[config.mk]
export PLATFORM = sky130hd
export DESIGN_NAME = axi4_sram_bridge
export DESIGN_NICKNAME = d
export VERILOG_FILES = /design/src/rtl/axi4_sram_bridge.sv
export SDC_FILE = /design/constraint.sdc
export NUM_CORES = 1
export LEC_CHECK = 0
export CORE_AREA = 2 2 125 127
export CTS_BUF_LIST = sky130_fd_sc_hd__clkbuf_2
export DETAILED_ROUTE_END_ITERATION = 8
export DIE_AREA = 0 0 127 129
export GPL_TIMING_DRIVEN = 0
export MAX_ROUTING_LAYER = met4
export PLACE_DENSITY = 0.79
export SLEW_MARGIN = 5
export SYNTH_ARGS = -nofsm -noshare
export SYNTH_HDL_FRONTEND = slang
export SYNTH_SLANG_ARGS = --single-unit
[constraint.sdc]
create_clock -name ACLK -period 4.9 [get_ports ACLK]
set_clock_uncertainty 0.2 [all_clocks]
set_input_delay 0.735 -clock ACLK [delete_from_list [all_inputs] [get_ports ACLK]]
set_output_delay 0.735 -clock ACLK [all_outputs]
set_load 0.01 [all_outputs]
[src/rtl/axi4_sram_bridge.sv]
// SRAM-style requestor to AXI4 master bridge: one transaction outstanding,
// independent AW/W handshakes, registered read data and error status.
module axi4_sram_bridge #(
    parameter int         ADDR_W  = 32,
    parameter int         DATA_W  = 32,
    parameter int         ID_W    = 1,
    parameter int         ID_VAL  = 0,
    parameter logic [3:0] AXCACHE = 4'b0011,
    parameter logic [2:0] AXPROT  = 3'b000
) (
    input  logic                ACLK,
    input  logic                ARESET,
    // write address
    output logic [ID_W-1:0]     AWID,
    output logic [ADDR_W-1:0]   AWADDR,
    output logic [7:0]          AWLEN,
    output logic [2:0]          AWSIZE,
    output logic [1:0]          AWBURST,
    output logic                AWLOCK,
    output logic [3:0]          AWCACHE,
    output logic [2:0]          AWPROT,
    output logic [3:0]          AWQOS,
    output logic [3:0]          AWREGION,
    output logic                AWUSER,
    output logic                AWVALID,
    input  logic                AWREADY,
    // write data
    output logic [DATA_W-1:0]   WDATA,
    output logic [DATA_W/8-1:0] WSTRB,
    output logic                WLAST,
    output logic                WUSER,
    output logic                WVALID,
    input  logic                WREADY,
    // write response
    input  logic [ID_W-1:0]     BID,
    input  logic [1:0]          BRESP,
    input  logic                BUSER,
    input  logic                BVALID,
    output logic                BREADY,
    // read address
    output logic [ID_W-1:0]     ARID,
    output logic [ADDR_W-1:0]   ARADDR,
    output logic [7:0]          ARLEN,
    output logic [2:0]          ARSIZE,
    output logic [1:0]          ARBURST,
    output logic                ARLOCK,
    output logic [3:0]          ARCACHE,
    output logic [2:0]          ARPROT,
    output logic [3:0]          ARQOS,
    output logic [3:0]          ARREGION,
    output logic                ARUSER,
    output logic                ARVALID,
    input  logic                ARREADY,
    // read data
    input  logic [ID_W-1:0]     RID,
    input  logic [DATA_W-1:0]   RDATA,
    input  logic [1:0]          RRESP,
    input  logic                RLAST,
    input  logic                RUSER,
    input  logic                RVALID,
    output logic                RREADY,
    // SRAM-style requestor
    input  logic [ADDR_W-1:0]   mem_addr,
    input  logic [DATA_W-1:0]   mem_wdata,
    input  logic                mem_c_en,
    input  logic                mem_w_en,
    input  logic [DATA_W/8-1:0] mem_b_en,
    output logic [DATA_W-1:0]   mem_rdata,
    output logic                mem_error,
    output logic                mem_stall
);
    localparam int               STRB_W = DATA_W / 8;
    localparam int               OFF    = $clog2(STRB_W);
    localparam logic [ADDR_W-1:0] ALIGN = ~ADDR_W'((1 << OFF) - 1);
    localparam logic [ID_W-1:0]  ID_C   = ID_W'(ID_VAL);

    typedef enum logic [2:0] {IDLE, RD_ADDR, RD_DATA, WR_REQ, WR_RESP, DONE} state_t;

    state_t              state, state_nxt;
    logic [ADDR_W-1:0]   addr_q;
    logic [DATA_W-1:0]   wdata_q;
    logic [STRB_W-1:0]   strb_q;
    logic                aw_done, w_done;
    logic                aw_fire, w_fire;

    assign aw_fire = AWVALID & AWREADY;
    assign w_fire  = WVALID & WREADY;

    always_ff @(posedge ACLK) begin
        if (ARESET) state <= IDLE;
        else        state <= state_nxt;
    end

    // All VALID/READY outputs decode from registered state only, so none
    // of them can depend combinationally on a READY input.
    always_comb begin
        state_nxt = state;
        ARVALID   = 1'b0;
        AWVALID   = 1'b0;
        WVALID    = 1'b0;
        RREADY    = 1'b0;
        BREADY    = 1'b0;
        case (state)
            IDLE:    if (mem_c_en) state_nxt = mem_w_en ? WR_REQ : RD_ADDR;
            RD_ADDR: begin
                ARVALID = 1'b1;
                if (ARREADY) state_nxt = RD_DATA;
            end
            RD_DATA: begin
                RREADY = 1'b1;
                if (RVALID) state_nxt = DONE;
            end
            WR_REQ: begin
                AWVALID = ~aw_done;
                WVALID  = ~w_done;
                if ((aw_done | aw_fire) & (w_done | w_fire)) state_nxt = WR_RESP;
            end
            WR_RESP: begin
                BREADY = 1'b1;
                if (BVALID) state_nxt = DONE;
            end
            DONE:    state_nxt = IDLE;
            default: state_nxt = IDLE;
        endcase
    end

    always_ff @(posedge ACLK) begin
        if (ARESET) begin
            addr_q    <= '0;
            wdata_q   <= '0;
            strb_q    <= '0;
            aw_done   <= 1'b0;
            w_done    <= 1'b0;
            mem_rdata <= '0;
            mem_error <= 1'b0;
        end else begin
            if (state == IDLE && mem_c_en) begin
                addr_q  <= mem_addr & ALIGN;
                wdata_q <= mem_wdata;
                strb_q  <= mem_b_en;
                aw_done <= 1'b0;
                w_done  <= 1'b0;
            end
            if (state == WR_REQ) begin
                if (aw_fire) aw_done <= 1'b1;
                if (w_fire)  w_done  <= 1'b1;
            end
            if (state == RD_DATA && RVALID) begin
                mem_rdata <= RDATA;
                mem_error <= RRESP[1] | ~RLAST | (RID != ID_C);
            end
            if (state == WR_RESP && BVALID)
                mem_error <= BRESP[1] | (BID != ID_C);
        end
    end

    assign mem_stall = mem_c_en & (state != DONE);

    assign AWID     = ID_C;
    assign AWADDR   = addr_q;
    assign AWLEN    = 8'd0;
    assign AWSIZE   = 3'(OFF);
    assign AWBURST  = 2'b01;
    assign AWLOCK   = 1'b0;
    assign AWCACHE  = AXCACHE;
    assign AWPROT   = AXPROT;
    assign AWQOS    = 4'd0;
    assign AWREGION = 4'd0;
    assign AWUSER   = 1'b0;

    assign WDATA = wdata_q;
    assign WSTRB = strb_q;
    assign WLAST = WVALID;
    assign WUSER = 1'b0;

    assign ARID     = ID_C;
    assign ARADDR   = addr_q;
    assign ARLEN    = 8'd0;
    assign ARSIZE   = 3'(OFF);
    assign ARBURST  = 2'b01;
    assign ARLOCK   = 1'b0;
    assign ARCACHE  = AXCACHE;
    assign ARPROT   = AXPROT;
    assign ARQOS    = 4'd0;
    assign ARREGION = 4'd0;
    assign ARUSER   = 1'b0;

    // User sideband on responses carries nothing for this bridge.
    logic unused_user;
    assign unused_user = BUSER ^ RUSER;
endmodule

==> impl_metrics.toml, run 1 <==
[finish]
nets = 1017
drive_gt1_share_pct = 14.8
syn_to_final_growth_pct = 67.6
fillers = 1431
n_antenna_cell = 0

[logic_synthesis]
synthTopCellsByArea = "dfxtp_1 46%, buf_4 17%, nand2_1 17%, a21oi_1 11%, clkbuf_1 1.5%"
syn_area_per_cell_sq_um = 7.83
ys_async_sr_fraction_pct = 0
ys_warn_count = 0
yosysSeqAreaShare_pct = 46.1
synthTopCellsByCount = "200 x nand2_1, 104 x dfxtp_1, 102 x buf_4"
ys.flop_type = "dfxtp_1"
yosys.area.top_type_share_pct = 46.1
ys_types = 28
netlist.top_cell.by_area = "dfxtp_1"
synth.most_common_cell = "nand2_1"
synth-edff-count = 0
synth_cells = 577
syn_area_sq_um = 4520
synth-seq-cells = 104

[worst_setup_path]
cpMaxStageDelayCell = "clkdlybuf4s50_1"
crit_path_end_kind = "output pin"
r2r_setup_slack_ns = 2.77
crit_path_start_kind = "register"
crit_buf_inv = 3
critical_path_class = "reg2out"
cp.required_ns = 3.96
max_stage_delay_ns = 0.52
cp.arrival_ns = 2.47
startpoint = "state[1]"
worst_path_dominant_cell_family = "buffers and inverters"
crit_chain = "buf_2 > nor2b_1 > nand2_1 > nor2_1 > buf_4 > clkdlybuf4s50_1"
path_max_fanout = 10
rr_startpoint = "state[1]"

[placed_design]
dp.final_hpwl_mm = 11.2
port-buffer-count = 246
gp_congestion = 0.851
dp_slack_ns = 1.90

[job]
drv_cap = 0

[power]
power.density_nw_per_um2 = 273
clockPowerShare_pct = 19.5
ir_drop_mv = 0.129
p_switching_uw = 640
power_frac_comb_pct = 33.8
power.leakage_nw = 3.08
sw_frac_of_total_pct = 31.0
power_mw = 2.07
power.internal_mw = 1.43
p_seq_share_pct = 46.7

[grt]
antenna_found_initial = 0
grt_pass1_vias = 4085
grt_max_degree = 17
grt-ovfl-total = 0
grt_pass1_wl_mm = 20.8
grt_use_total_pct = 16.8

[hold_path]
hold_path_class = "reg2reg"
hold_start = "mem_rdata[23]"

[floorplanning]
chipHeight_microns = 129
rows = 45
die_w_microns = 127
dieArea_sq_um = 16400
initial_core_util_pct = 30.2
io_pins = 321
core_area_sq_um = 15000

[sta]
rsz0062_at_grt = "no"
tightest_slew_ns = 0.792
setup_tns_ns = 0
setup_violations = 0
hold_viol_final = 0
holdWs_ns = 0.271
relSlewSlack_pct = 47.2
final_max_slew_viol_count = 0
period_share_pct = 69.6
max_freq_ghz = 0.293
fin_crit_ns = 3.41
worst_slack_ns = 1.49

[cts]
clk_pin_slew_ns = 0.29
cts_hold_buf = 0
htreeDepth = 3
cts_buffers = 9
cts_sinks = 104
clk_latency_ns = 0.58
cts.path.max_buffers = 2
root_buffer = "clkbuf_2"
cts_tree = "built"
cts_resized = 0
post_cts_buffers = 0

[drt]
dr.pass1.iters = 4
drt-vias-per-instance = 4.15
wirelength_mm = 14.1
drc = 0
wl_per_cell_microns = 12.9
initialDrtViolationCount = 163
vias = 4534
ant_nets = 0

[outcome]
outcome = "finished, final reports clean"
worst min-delay path: stages, from the launching register on:
cell     delay (ns)
dfxtp_1        0.38
nand2_1        0.05
a21oi_1        0.05
layout make-up:
class	count	area, sq um	area share (%)
buffer	137	943	12.5
clock buffer	10	50.0	0.661
clock inverter	6	60.1	0.794
inverter	3	11.3	0.149
multi-input combinational	398	1720	22.8
sequential	104	2080	27.5
tap	188	235	3.11
timing repair buffer	246	2460	32.5
per-layer routing:
layer  vias up  track usage [%]  part of all wire (%)
li1       2322                -                     -
met1      1995             18.6                    41
met2       201             29.9                    51
met3        16             3.70                   6.9
met4         0             6.14                   1.6
met5         -                -                     0
power groups by stage:
stage	clock network, mW	registers [mW]	logic, mW
global placement	0	0.979	0.697
finish	0.402	0.966	0.700
detailed placement	0	0.983	0.702
floorplan	0	1.01	0.316
global route	0.454	0.976	0.759
CTS	0.429	0.967	0.705
per-stage QoR:
stage	cell area, sq um	util [%]	instances
detailed placement	7460	49.8	1076
global placement	7460	49.8	1076
CTS	7570	50.5	1092
global route	7570	50.5	1092
floorplan	4760	-	642
finish	7570	50.5	1092
flip-flops by register name, indices dropped and copies added (netlist names):
signal,count
mem_rdata,32
w_done,1
aw_done,1
ARADDR,30
WSTRB,4
mem_error,1
WDATA,32
state,3
layout by cell type (no fill, tap or decap), types with 3 or more instances in the layout:
cell type,netlist,final
nor2_1,4,4
o21ai_0,3,3
buf_2,13,13
nor2b_1,3,3
a21oi_1,101,101
clkdlybuf4s50_1,0,246
inv_1,3,3
conb_1,2,67
buf_6,4,4
clkbuf_1,18,18
nand2_1,200,200
buf_4,102,102
dfxtp_1,104,104
clkbuf_2,0,10
worst paths after layout:
| kind | end | depth (start not counted) |
|---|---|---|
| worst max-delay path | WVALID | 6 |
| worst min-delay path | mem_rdata[23] | 2 |
| worst max register to register | WDATA[10] | 6 |
| worst min register to register | mem_rdata[23] | 2 |
cells by family (layout without fill, tap and decap cells):
family                 count (synthesis)  in the layout  synth area share, %
and+or+nand+nor                      220            220                 19.8
AOI/OAI and AO/OA                    111            111                 12.7
other                                  2             67                0.166
DFF                                  104            104                 46.1
buffers and inverters                140            402                 21.1
No activity file was read; power rests on OpenSTA's default activity.
==> run 2, diff against run 1 <==
Settings changed: CORE_AREA 2 2 125 127 to 2 2 126 128, DIE_AREA 0 0 127 129 to 0 0 128 130, PLACE_DENSITY 0.79 to 0.78.
Clock period 4.9 ns to 3.3 ns, I/O delays scaled along.
==> impl_metrics.toml, run 2 (synthesis results as in run 1) <==
[outcome]
outcome = "finished, final reports clean"

[cts]
clk_latency_ns = 0.62
cts.path.max_buffers = 2
cts_buffers = 9
clk_pin_slew_ns = 0.27
htreeDepth = 3
cts_sinks = 104
root_buffer = "clkbuf_2"
post_cts_buffers = 0
cts_tree = "built"

[drt]
dr.pass1.iters = 5
wirelength_mm = 14.1
wl_per_cell_microns = 12.8
drc = 0
initialDrtViolationCount = 186
vias = 4532
ant_nets = 0
drt-vias-per-instance = 4.13

[finish]
final_common_cell = "clkdlybuf4s50_1"
syn_to_final_growth_pct = 69.1
layout_common_cells = "246 x clkdlybuf4s50_1, 200 x nand2_1, 104 x dfxtp_1"
final_util_pct = 49.5
final_cell_area_sq_um = 7630
drive_gt1_share_pct = 15.2
nets = 1017

[floorplanning]
rows = 46
core_area_sq_um = 15400
chipHeight_microns = 130
io_pins = 321
dieArea_sq_um = 16600
die_w_microns = 128
initial_core_util_pct = 29.3

[placed_design]
dpl-instance-area_sq_um = 7460
port-buffer-count = 246
dp.final_hpwl_mm = 11.1
gp_congestion = 0.806

[sta]
hold_viol_final = 0
final_max_slew_viol_count = 0
max_freq_ghz = 0.331
relSlewSlack_pct = 48.3
setup_violations = 0
fin_crit_ns = 3.03
rsz0062_at_grt = "no"
tightest_slew_ns = 0.775
setup_tns_ns = 0
period_share_pct = 91.7

[grt]
met1_usage_pct = 18.1
grt_pass1_vias = 4158
grt_max_degree = 18
antenna_found_initial = 1
met2_usage_pct = 29.6
grt_use_total_pct = 16.8
grt-ovfl-total = 0
busiest_layer = "met2"
grt_pass1_wl_mm = 21.0
use_met3_pct = 5.08

[worst_setup_path]
cp.arrival_ns = 2.33
path_max_fanout = 10
crit_path_start_kind = "register"
cp.required_ns = 2.60
crit_path_end_kind = "output pin"
critical_path_class = "reg2out"

[hold_path]
hold_path_class = "in2reg"

[job]
drv_cap = 0

[power]
ir_drop_mv = 0.263
power.leakage_nw = 3.11
power.density_nw_per_um2 = 427
run 2: worst max-delay path, cell delays in order (launching register included):
cell and delay (ns):
dfxtp_1 0.39, buf_2 0.21, nor2b_4 0.21, nand2_1 0.08, nor2_1 0.17, buf_4 0.13, clkdlybuf4s50_1 0.52
run 2: cell type report:
type | instances | area [sq um]
fill | 1527 | 7790
timing repair buffer | 246 | 2460
sequential | 104 | 2080
multi-input combinational | 398 | 1730
buffer | 137 | 943
tap | 192 | 240
clock inverter | 7 | 118
clock buffer | 9 | 45.0
inverter | 3 | 11.3
antenna | 1 | 2.50
run 2: worst paths after layout:
check,start,endpoint,slack (ns),cells past startpoint
worst min register to register,WDATA[17],WDATA[17],0.27,2
worst max-delay path,state[1],WVALID,0.27,6
worst min-delay path,ARESET,state[1],0.06,2
worst max register to register,state[2],WDATA[12],1.24,6
run 2: through the flow:
step	std cells	power (mW)	hold slack, ns	worst slack [ns]
after floorplan	642	1.97	0.253	1.45
after global placement	1080	2.49	0.241	0.663
after detailed placement	1080	2.50	0.246	0.673
after CTS	1096	3.29	0.00251	0.0335
after global routing	1097	3.44	0.0263	0.0429
final	1097	3.26	0.0601	0.275
run 2: report_power, final:
part           leakage (nW)  internal, mW  switching, mW
Combinational          2.16         0.578          0.460
Clock                0.0967         0.329          0.454
Sequential            0.849          1.37         0.0664
Total                  3.11          2.28          0.981
run 2: layer usage:
metal | up-vias | wire (microns)
li1 | 2319 | -
met1 | 2004 | 5750
met2 | 197 | 7050
met3 | 12 | 1010
met4 | 0 | 244
met5 | - | 0
run 2: timing repair:
| item | 4_1_cts | 5_1_grt |
|---|---|---|
| endpoints found under the setup margin | 0 | 2 |
| resized for setup | 0 | 2 |
| hold buffers | 0 | 0 |
==> run 3, diff against run 2 <==
Settings changed: CORE_AREA 2 2 126 128 to 2 2 125 127, DIE_AREA 0 0 128 130 to 0 0 127 129, DONT_BUFFER_PORTS from default to 1, GPL_TIMING_DRIVEN 0 to default, PLACE_DENSITY 0.78 to 0.52.
==> impl_metrics.toml, run 3 (synthesis results as in run 1) <==
[drt]
dr.pass1.iters = 5
wl_met3_mm = 1.21
drt-vias-per-instance = 4.46
initialDrtViolationCount = 163
routed.top_layer = "met4"
dr_wl_met2_mm = 6.57
wirelength_mm = 12.3
met1Wirelength_mm = 4.34
wl_per_cell_microns = 14.5
ant_nets = 0
vias = 3774
drc = 0

[power]
clockPowerShare_pct = 24.6
p_switching_uw = 888
power.internal_mw = 1.85
power.density_nw_per_um2 = 489
ir_drop_mv = 0.171
p_seq_share_pct = 56.5
power.leakage_nw = 2.09
power_frac_comb_pct = 18.9
sw_frac_of_total_pct = 32.5

[sta]
period_share_pct = 85.8
setup_tns_ns = 0
rsz0062_at_grt = "no"
final_max_slew_viol_count = 0
setup_violations = 0
max_freq_ghz = 0.353
hold_viol_final = 0
tightest_slew_ns = 0.839
fin_crit_ns = 2.83
relSlewSlack_pct = 43.9

[cts]
cts_tree = "built"
clk_latency_ns = 0.59
htreeDepth = 3
clk_pin_slew_ns = 0.27
root_buffer = "clkbuf_2"
cts.path.max_buffers = 2
cts_sinks = 104
cts_buffers = 9

[worst_setup_path]
crit_path_end_kind = "register"
crit_path_frequent_cell = "dlygate4sd3_1"
path_max_fanout = 18
critical_path_class = "reg2reg"
cp.required_ns = 3.64
crit_path_start_kind = "register"
cpMaxStageDelayCell = "dfxtp_1"
cp.arrival_ns = 3.17
max_stage_delay_ns = 0.80
crit_chain = "nand4bb_1 > nor3_1 > dlygate4sd3_1 > a311oi_1 > dlygate4sd3_1"

[floorplanning]
dieArea_sq_um = 16400
initial_core_util_pct = 30.2
die_w_microns = 127
chipHeight_microns = 129
core_area_sq_um = 15000
rows = 45
io_pins = 321

[finish]
final_common_cell = "nand2_1"
syn_to_final_growth_pct = 24.0
drive_gt1_share_pct = 3.81
nets = 770
layout_common_cells = "200 x nand2_1, 130 x dlygate4sd3_1, 104 x dfxtp_1"
fillers = 1471
final_cell_area_sq_um = 5600

[grt]
grt_use_total_pct = 14.5
antenna_found_initial = 2
grt_max_degree = 105
grt_pass1_vias = 3601
grt_pass1_wl_mm = 17.9
grt-ovfl-total = 0

[outcome]
outcome = "finished, final reports clean"

[placed_design]
gp_congestion = 0.695
port-buffer-count = 0
dpl-instance-area_sq_um = 4130
dp.final_hpwl_mm = 7.64

[hold_path]
hold_path_class = "in2reg"

[job]
drv_cap = 0
## run 3: changes by cell type in the layout (fill, tap and decap cells not counted), moves of 4 or more
cell | before | now
buf_6 | 4 | 0
buf_4 | 102 | 4
dlygate4sd3_1 | 0 | 130
buf_2 | 13 | 0
clkbuf_1 | 18 | 0
clkdlybuf4s50_1 | 246 | 0
## run 3: timing repair
action,CTS,global route
resized for setup,0,0
endpoints found under the hold margin,104,1
setup buffers,0,0
hold buffers,130,1
## run 3: path summary, 6_finish.rpt
kind                               start           end  slack, ns  cells after the start
worst max-delay path            state[0]     mem_error       0.47                      5
worst min-delay path              ARESET  mem_rdata[0]       0.10                      2
worst max register to register  state[0]     mem_error       0.47                      5
worst min register to register    w_done        w_done       0.32                      2
## run 3: worst max-delay path: cells and delay by family, from the launching register on
| family | cells | cell delay, ns |
|---|---|---|
| DFF | 1 | 0.80 |
| buffers and inverters | 2 | 1.14 |
| AOI/OAI and AO/OA | 1 | 0.25 |
| and+or+nand+nor | 2 | 0.38 |
## run 3: power groups by stage
stage / combinational [mW] / sequential, mW / clock, mW
2_1_floorplan: 0.470 / 1.50 / 0
3_3_place_gp: 0.335 / 1.57 / 0
3_5_place_dp: 0.348 / 1.57 / 0
4_1_cts: 0.507 / 1.55 / 0.724
5_1_grt: 0.577 / 1.56 / 0.768
6_report: 0.517 / 1.55 / 0.674
## run 3: through the flow
step	hold slack [ns]	total power [mW]	worst slack [ns]	utilization (%)	instances
after global placement	0.260	1.90	0.993	27.5	698
after detailed placement	0.280	1.92	0.946	27.5	698
after CTS	0.0107	2.78	0.459	37.3	844
final	0.103	2.74	0.467	37.4	847
after global routing	0.0265	2.91	0.332	37.4	847
after floorplan	0.253	1.97	1.45	-	642
## run 3: cell type report
type	instances	area [sq um]	area share, %
Sequential cell	104	2080	37.2
Clock buffer	9	45.0	0.804
Antenna cell	2	5.00	0.0894
Tap cell	188	235	4.20
Inverter	3	11.3	0.201
Multi-Input combinational cell	398	1750	31.2
Timing Repair Buffer	136	1380	24.6
Clock inverter	7	95.1	1.70
## run 3: per-layer routing
layer  up-vias  global-route usage (%)
met4         0                    5.56
met2       224                    27.5
met1      1715                    13.0
met5         -                       -
li1       1822                       -
met3        13                    5.41
